<file path="src/rtl/coffee_vending_machine.sv">
// Single-product coffee vending controller.
// Counts one-unit coins into a saturating credit register (held as FSM states
// S0..S3), dispenses a coffee when buy is pressed with enough credit, and
// rejects coins that arrive while the machine is already full.
// Both actuator pulses are registered and last exactly one cycle per event.
module coffee_vending_machine #(
  parameter int PRICE      = 3,
  parameter int MAX_CREDIT = 3,
  parameter int CREDIT_W   = 2
) (
  input  logic clk,
  input  logic rst_n,        // synchronous, active-high: 1 = reset
  input  logic coin,
  input  logic buy,
  output logic coffee,
  output logic coin_return
);

  // One state per credit value; the encoding equals the credit count so the
  // next-state arithmetic can work directly on the state value.
  typedef enum logic [CREDIT_W-1:0] {
    S0 = CREDIT_W'(0),
    S1 = CREDIT_W'(1),
    S2 = CREDIT_W'(2),
    S3 = CREDIT_W'(3)
  } state_t;

  localparam logic [CREDIT_W-1:0] PRICE_C = CREDIT_W'(PRICE);
  localparam logic [CREDIT_W-1:0] MAX_C   = CREDIT_W'(MAX_CREDIT);

  state_t              state;
  state_t              state_next;
  logic                coffee_next;
  logic                return_next;
  logic [CREDIT_W-1:0] credit;
  logic [CREDIT_W-1:0] credit_after_buy;
  logic                purchase;

  assign credit = state;

  // State register and registered pulse outputs; reset overrides coin/buy.
  always_ff @(posedge clk) begin
    // NOTE: sequential state uses non-blocking (<=) so every register samples
    // the pre-edge values, regardless of statement order.
    if (rst_n) begin
      state       <= S0;
      coffee      <= 1'b0;
      coin_return <= 1'b0;
    end else begin
      state       <= state_next;
      coffee      <= coffee_next;
      coin_return <= return_next;
    end
  end

  // Next-state and next-output decode: purchase first, then coin handling.
  always_comb begin
    // NOTE: every output of this block gets a default first, so no path can
    // leave a signal unassigned and infer a latch.
    purchase         = 1'b0;
    credit_after_buy = credit;
    coffee_next      = 1'b0;
    return_next      = 1'b0;
    state_next       = state;

    // Purchase is judged on the credit held before the edge, so a coin in
    // the same cycle never helps pay for this coffee.
    if (buy && (credit >= PRICE_C)) begin
      purchase         = 1'b1;
      credit_after_buy = credit - PRICE_C;
    end
    coffee_next = purchase;

    // A purchase at full credit frees room, so the coin is checked against
    // the post-purchase credit; coffee and return therefore never coincide.
    if (coin) begin
      if (credit_after_buy < MAX_C) begin
        state_next = state_t'(credit_after_buy + CREDIT_W'(1));
      end else begin
        state_next  = state_t'(MAX_C);
        return_next = 1'b1;
      end
    end else begin
      state_next = state_t'(credit_after_buy);
    end
  end

endmodule

</file>
<file path="config.mk">
export PLATFORM = sky130hd
export DESIGN_NAME = coffee_vending_machine
export DESIGN_NICKNAME = d
export VERILOG_FILES = /design/src/rtl/coffee_vending_machine.sv
export SDC_FILE = /design/constraint.sdc
export NUM_CORES = 1
export LEC_CHECK = 0
export BUFFER_PORTS_ARGS = -buffer_cell sky130_fd_sc_hd__clkbuf_2
export CORE_AREA = 10 10 47 49
export DETAILED_ROUTE_END_ITERATION = 10
export DIE_AREA = 0 0 57 59
export GPL_ROUTABILITY_DRIVEN = 0
export PLACE_DENSITY = 0.41
export RECOVER_POWER = 50
export SYNTH_ARGS = -nofsm -noshare
export SYNTH_HDL_FRONTEND = slang
export SYNTH_SLANG_ARGS = --single-unit
</file>
<file path="constraint.sdc">
create_clock -name clk -period 1.1 [get_ports clk]
set_input_delay 0.055 -clock clk [delete_from_list [all_inputs] [get_ports clk]]
set_output_delay 0.055 -clock clk [all_outputs]
set_load 0.05 [all_outputs]
</file>
==> metrics, run 1 <==
P&R area growth vs syn=75.3%; n_diodes=0; Pleak=about 0.15 nW; largest net degree at the start of global routing=5; Max Cap Viol=0; commonest cells after routing, fill and taps aside=clkbuf_2, clkbuf_4, buf_4; CTS tree=done; Synth area leader=dfxtp_1; Hold Crit Start=rst_n; Hold Vio Cnt, Final=0; DRT iter0 DRCs=0; run status=complete, but fails checks; Die ar.=around 3400 sq um; DP Wirelength=331 microns; Vias/cell=roughly 3.6; die width=57 microns; Vert. Die Dim=roughly 59 microns; switching power=0.000110 W; setup slack at placement=-0.0534 ns; Core Area=about 1400 sq um; Initial Util=0.134; Worst-path clk slew=~0.040 ns; Hold Path Sink=coffee; Sequential Power Share=0.383; CTS Buf Count=3; I/O Buffers=5; most common cell after layout, fill and taps aside=clkbuf_2; H-Tree Depth=1; Period Utilization, post-route=1.03; failing checks=setup timing; placed cells=between 40 and 50; syn nets=25; TNS Setup=-0.0691 ns; worst hold path type=in2reg; P per Cell Area=roughly 1300 nW/um^2; post-route ant nets=0; worst setup margin=-0.0372 ns; initial antenna violation count=0; CTS Root Cell=clkbuf_4; vias in the first global route=between 150 and 200; Worst Clk Skew=0.00974 ns; Int Power=0.000332 W; final core occ=0.235; Worst Setup Start Kind=register; synth unique cells=13; FF-to-FF setup slack=-0.04 ns; VDD IR max=around 0.32 mV; DRC=0; Clock Power Share=0.455; first-pass GRT wire length=between 600 and 700 microns; Yosys Warn Count=0; GRT overflow=0; WL/cell=between 8 and 9 microns; RSZ-0062 raised after global routing=yes; Power, Total=around 0.00044 W; hold path depth=2; CP Capture Type=register; Synth Register Bits=4; clock sink count=4; Mapped Area=about 190 sq um; reg-to-reg startpoint=credit[1]; Yosys top cell area share=0.427; Syn Inst Count=19; Sw Share=0.249; syn avg cell area=roughly 9.9 sq um; register area share after synthesis=0.427; vias=around 170; Slew Viols, Final=0; I/O pin total=6; GRT Overall Usage=0.0281; maximum root-to-sink buffer count=2; synth top area cells=dfxtp_1, ha_1, mux2_4, a21oi_1, xor2_1; drt pass-1 iters=1; share of cells above drive strength 1=0.613; Worst-Margin Slew=0.282 ns; Worst Path Required=approximately 1.3 ns; # rows=14; Detailed Route WL=~410 microns; crit path kind=reg2reg; fmax=slightly below 900 MHz; RR Endpoint=coin_return; final setup violating endpoints=2; CP arrival=between 1 and 1.5 ns; FF-to-FF path depth=4; slew margin rel.=0.813; Non-Filler Instances=47; Post-CTS Hold Fix Bufs=0; Comb pwr share=0.162; Layout Nets=38; clk_lat worst skew=roughly 0.24 ns; Tmin final=between 1 and 1.5 ns; worst-path fanout max=3
==> timing repair <==
item	CTS	global route
buffers inserted	1	0
hold endpoints to repair	0	0
pin swaps	3	0
resized for setup	3	0
setup endpoints to repair	3	3
==> critical path: stages, from the launching register on <==
cell     delay (ns)
dfxtp_4        0.37
inv_4          0.04
ha_4           0.22
or3_1          0.30
a21oi_1        0.13
==> state kept, by name, summed over array words and instances (netlist names) <==
name / count
credit: 2
coffee: 1
coin_return: 1
==> worst max-delay path by stage <==
stage / from / endpoint / slack (ns) / cells past startpoint
after floorplan: credit[0] / coin_return / -0.007 / 4
after global routing: credit[0] / coin_return / -0.1 / 4
after detailed placement: credit[1] / coin_return / -0.05 / 4
after CTS: credit[0] / coin_return / -0.05 / 4
after global placement: credit[0] / coin_return / -0.06 / 4
final: credit[1] / coin_return / -0.04 / 4
==> power by group through the flow <==
stage | registers, W | clock network (W) | logic (W)
finish | 0.000169 | 0.000201 | 0.0000715
global route | 0.000171 | 0.000226 | 0.0000797
CTS | 0.000170 | 0.000214 | 0.0000727
detailed placement | 0.000171 | 0 | 0.0000631
global placement | 0.000171 | 0 | 0.0000630
floorplan | 0.000173 | 0 | 0.0000370
==> metrics by stage <==
| stage | area, sq um | hold slack (ns) |
|---|---|---|
| 2_1_floorplan | 223 | 0.127 |
| 3_3_place_gp | 283 | 0.264 |
| 3_5_place_dp | 283 | 0.271 |
| 4_1_cts | 329 | 0.0117 |
| 5_1_grt | 329 | 0.0163 |
| 6_report | 329 | 0.0199 |
==> cells in the mapped netlist <==
master,count
nand2_2,1
xor2_1,1
o22ai_1,1
ha_1,2
a21oi_1,2
nand3_1,1
dfxtp_1,4
a21o_1,1
inv_1,2
mux2_4,1
nand2b_1,1
nor2_1,1
or3_1,1
==> cell type report <==
cell class,count,area (sq um)
fill,165,1070
multi-input combinational,13,138
sequential,4,87.6
timing repair buffer,8,47.5
clock buffer,4,26.3
tap,16,20.0
inverter,2,10.0
==> logic make-up after synthesis <==
| logic type | Yosys count | share of synthesized area |
|---|---|---|
| and+or+nand+nor | 5 | 0.147 |
| buffers and inverters | 2 | 0.0400 |
| DFF | 4 | 0.427 |
| muxes | 1 | 0.0800 |
| xor gates and xnor gates | 1 | 0.0467 |
| AOI/OAI and AO/OA | 4 | 0.127 |
| adders and majority gates | 2 | 0.133 |
==> routing by layer <==
layer | up-vias | part of all wire | track usage
met3 | 0 | 0.13 | 0.0322
met2 | 4 | 0.42 | 0.0341
met4 | 0 | 0 | 0.0201
met1 | 74 | 0.45 | 0.0262
li1 | 89 | - | -
met5 | - | 0 | 0
No activity file was read; power rests on OpenSTA's default activity.
==> inputs of run 2 (changes only) <==
--- a/config.mk
+++ b/config.mk
@@ -7,6 +7,7 @@
 export LEC_CHECK = 0
 export BUFFER_PORTS_ARGS = -buffer_cell sky130_fd_sc_hd__clkbuf_2
 export CORE_AREA = 10 10 47 49
+export CTS_BUF_LIST = sky130_fd_sc_hd__clkbuf_8 sky130_fd_sc_hd__clkbuf_16
 export DETAILED_ROUTE_END_ITERATION = 10
 export DIE_AREA = 0 0 57 59
 export GPL_ROUTABILITY_DRIVEN = 0
==> run 2 against run 1 <==
Largest cell class unchanged. Critical endpoint unchanged. The flow still finishes with violations (setup timing). Maximum frequency about the same. Final cell count is the same. Flip-flop and latch count stayed put. Utilization is 1.2 points higher. Die area unchanged. Via count down 3.0%. Critical path depth unchanged.
==> metrics, run 2 (synthesized netlist as in run 1, its figures left out) <==
Int Power=0.000433 W (was 0.000332 W); Vias/cell=3.45 (was 3.55); worst setup margin=-0.0379 ns (was -0.0372 ns); RSZ-0062 raised after global routing=yes (unchanged); P per Cell Area=1600 nW/um^2 (was 1340 nW/um^2); CP Capture Type=register (unchanged); Worst Clk Skew=0.00478 ns (was 0.00974 ns); CTS tree=done (unchanged); fmax=879 MHz (about the same); n_diodes=0 (unchanged); drt pass-1 iters=1 (unchanged); # rows=14 (unchanged); Worst-path clk slew=0.04 ns (about the same); failing checks=setup timing (unchanged); CTS Root Cell=clkbuf_8 (was clkbuf_4); VDD IR max=0.398 mV (was 0.322 mV); Post-CTS Hold Fix Bufs=0 (unchanged); Initial Util=0.134 (unchanged); Clock Power Share=0.569 (was 0.455); worst hold path type=in2reg (unchanged); DRC=0 (unchanged); Worst-Margin Slew=0.282 ns (unchanged); worst-path fanout max=4 (was 3); initial antenna violation count=0 (unchanged); Power, Total=0.000554 W (was 0.000442 W); final setup violating endpoints=2 (unchanged); Vert. Die Dim=59 microns (unchanged); Max Cap Viol=0 (unchanged); Comb pwr share=0.128 (was 0.162); I/O pin total=6 (unchanged); clk_lat worst skew=0.22 ns (was 0.24 ns); Worst Setup EP=coin_return (unchanged); DRT iter0 DRCs=0 (unchanged); Pleak=0.159 nW (was 0.148 nW); P&R area growth vs syn=84.0% (was 75.3%); Detailed Route WL=419 microns (was 405 microns); crit path from=credit[0] (was credit[1]); Slew Viols, Final=0 (unchanged); CTS Buf Count=3 (unchanged); reg-to-reg startpoint=credit[0] (was credit[1]); most common cell after layout, fill and taps aside=clkbuf_2 (unchanged); FF-to-FF setup slack=-0.04 ns (about the same); vias in the first global route=158 (was 165); maximum root-to-sink buffer count=2 (unchanged); Tmin final=1.14 ns (about the same); RR Endpoint=coin_return (unchanged); Sw Share=0.219 (was 0.249); Die ar.=3360 sq um (unchanged); clock sink count=4 (unchanged); Sequential Power Share=0.304 (was 0.383); TNS Setup=-0.0503 ns (was -0.0691 ns); commonest cells after routing, fill and taps aside=clkbuf_2, clkbuf_8, buf_4 (was clkbuf_2, clkbuf_4, buf_4); share of cells above drive strength 1=0.613 (unchanged); H-Tree Depth=1 (unchanged); Worst Setup Start Kind=register (unchanged); switching power=0.000121 W (was 0.000110 W); max reg flops=2 (unchanged); WL/cell=8.91 microns (was 8.62 microns); Layout Nets=38 (unchanged); Period Utilization, post-route=1.03 (about the same); slew margin rel.=0.813 (unchanged); Hold Vio Cnt, Final=0 (unchanged); crit path kind=reg2reg (unchanged); largest net degree at the start of global routing=5 (unchanged); I/O Buffers=5 (unchanged); FF-to-FF path depth=4 (unchanged); first-pass GRT wire length=662 microns (was 683 microns); vias=162 (was 167); DP Wirelength=331 microns (unchanged); Core Area=1400 sq um (unchanged); CP arrival=1.28 ns (was 1.30 ns); run status=complete, but fails checks (unchanged); post-route ant nets=0 (unchanged); die width=57 microns (unchanged); GRT Overall Usage=0.0277 (was 0.0281); GRT overflow=0 (unchanged); Worst Path Required=1.24 ns (was 1.26 ns)
[run 2: layout make-up]
type	instances	area (sq um)
clock buffer	3	41.3
sequential	4	87.6
timing repair buffer	8	47.5
multi-input combinational	13	138
inverter	2	7.51
fill	165	1060
clock inverter	1	3.75
tap	16	20.0
[run 2: timing repair]
action,4_1_cts,5_1_grt
setup endpoints to repair,3,3
gates cloned,0,0
gates resized for setup,0,2
pin swaps,1,1
buffers inserted,0,1
[run 2: worst max-delay path, cell delays in order (launching register included)]
cell and delay, ns:
dfxtp_4 0.38, ha_4 0.14, nand2_4 0.05, or3_1 0.36, a21oi_1 0.13
[run 2: per-layer routing]
metal,vias up,routed length [microns],GRT usage
met1,70,193,0.0262
li1,88,-,-
met3,0,52,0.0322
met5,-,0,0
met2,4,173,0.0326
met4,0,0,0.0201
[run 2: power groups by stage]
stage,Clock [W],Combinational (W),Sequential [W]
final,0.000315,0.0000709,0.000168
after CTS,0.000327,0.0000635,0.000170
after floorplan,0,0.0000370,0.000173
after global routing,0.000343,0.0000793,0.000170
after detailed placement,0,0.0000631,0.000171
after global placement,0,0.0000630,0.000171
[run 2: through the flow]
step | utilization | std cells | setup slack [ns] | cell area (sq um) | hold slack, ns
global route | 0.246 | 47 | -0.0953 | 345 | 0.0477
global placement | 0.202 | 42 | -0.0562 | 283 | 0.264
finish | 0.246 | 47 | -0.0379 | 345 | 0.0435
floorplan | - | 19 | -0.00664 | 223 | 0.127
detailed placement | 0.202 | 42 | -0.0534 | 283 | 0.271
CTS | 0.234 | 46 | -0.0534 | 328 | 0.0395
[run 2: worst min-delay path by stage]
stage | end | cells after the start | from
6_report | coffee | 2 | rst_n
5_1_grt | coffee | 2 | rst_n
4_1_cts | coffee | 2 | rst_n
3_5_place_dp | coffee | 2 | rst_n
3_3_place_gp | coffee | 2 | rst_n
2_1_floorplan | coffee | 1 | rst_n
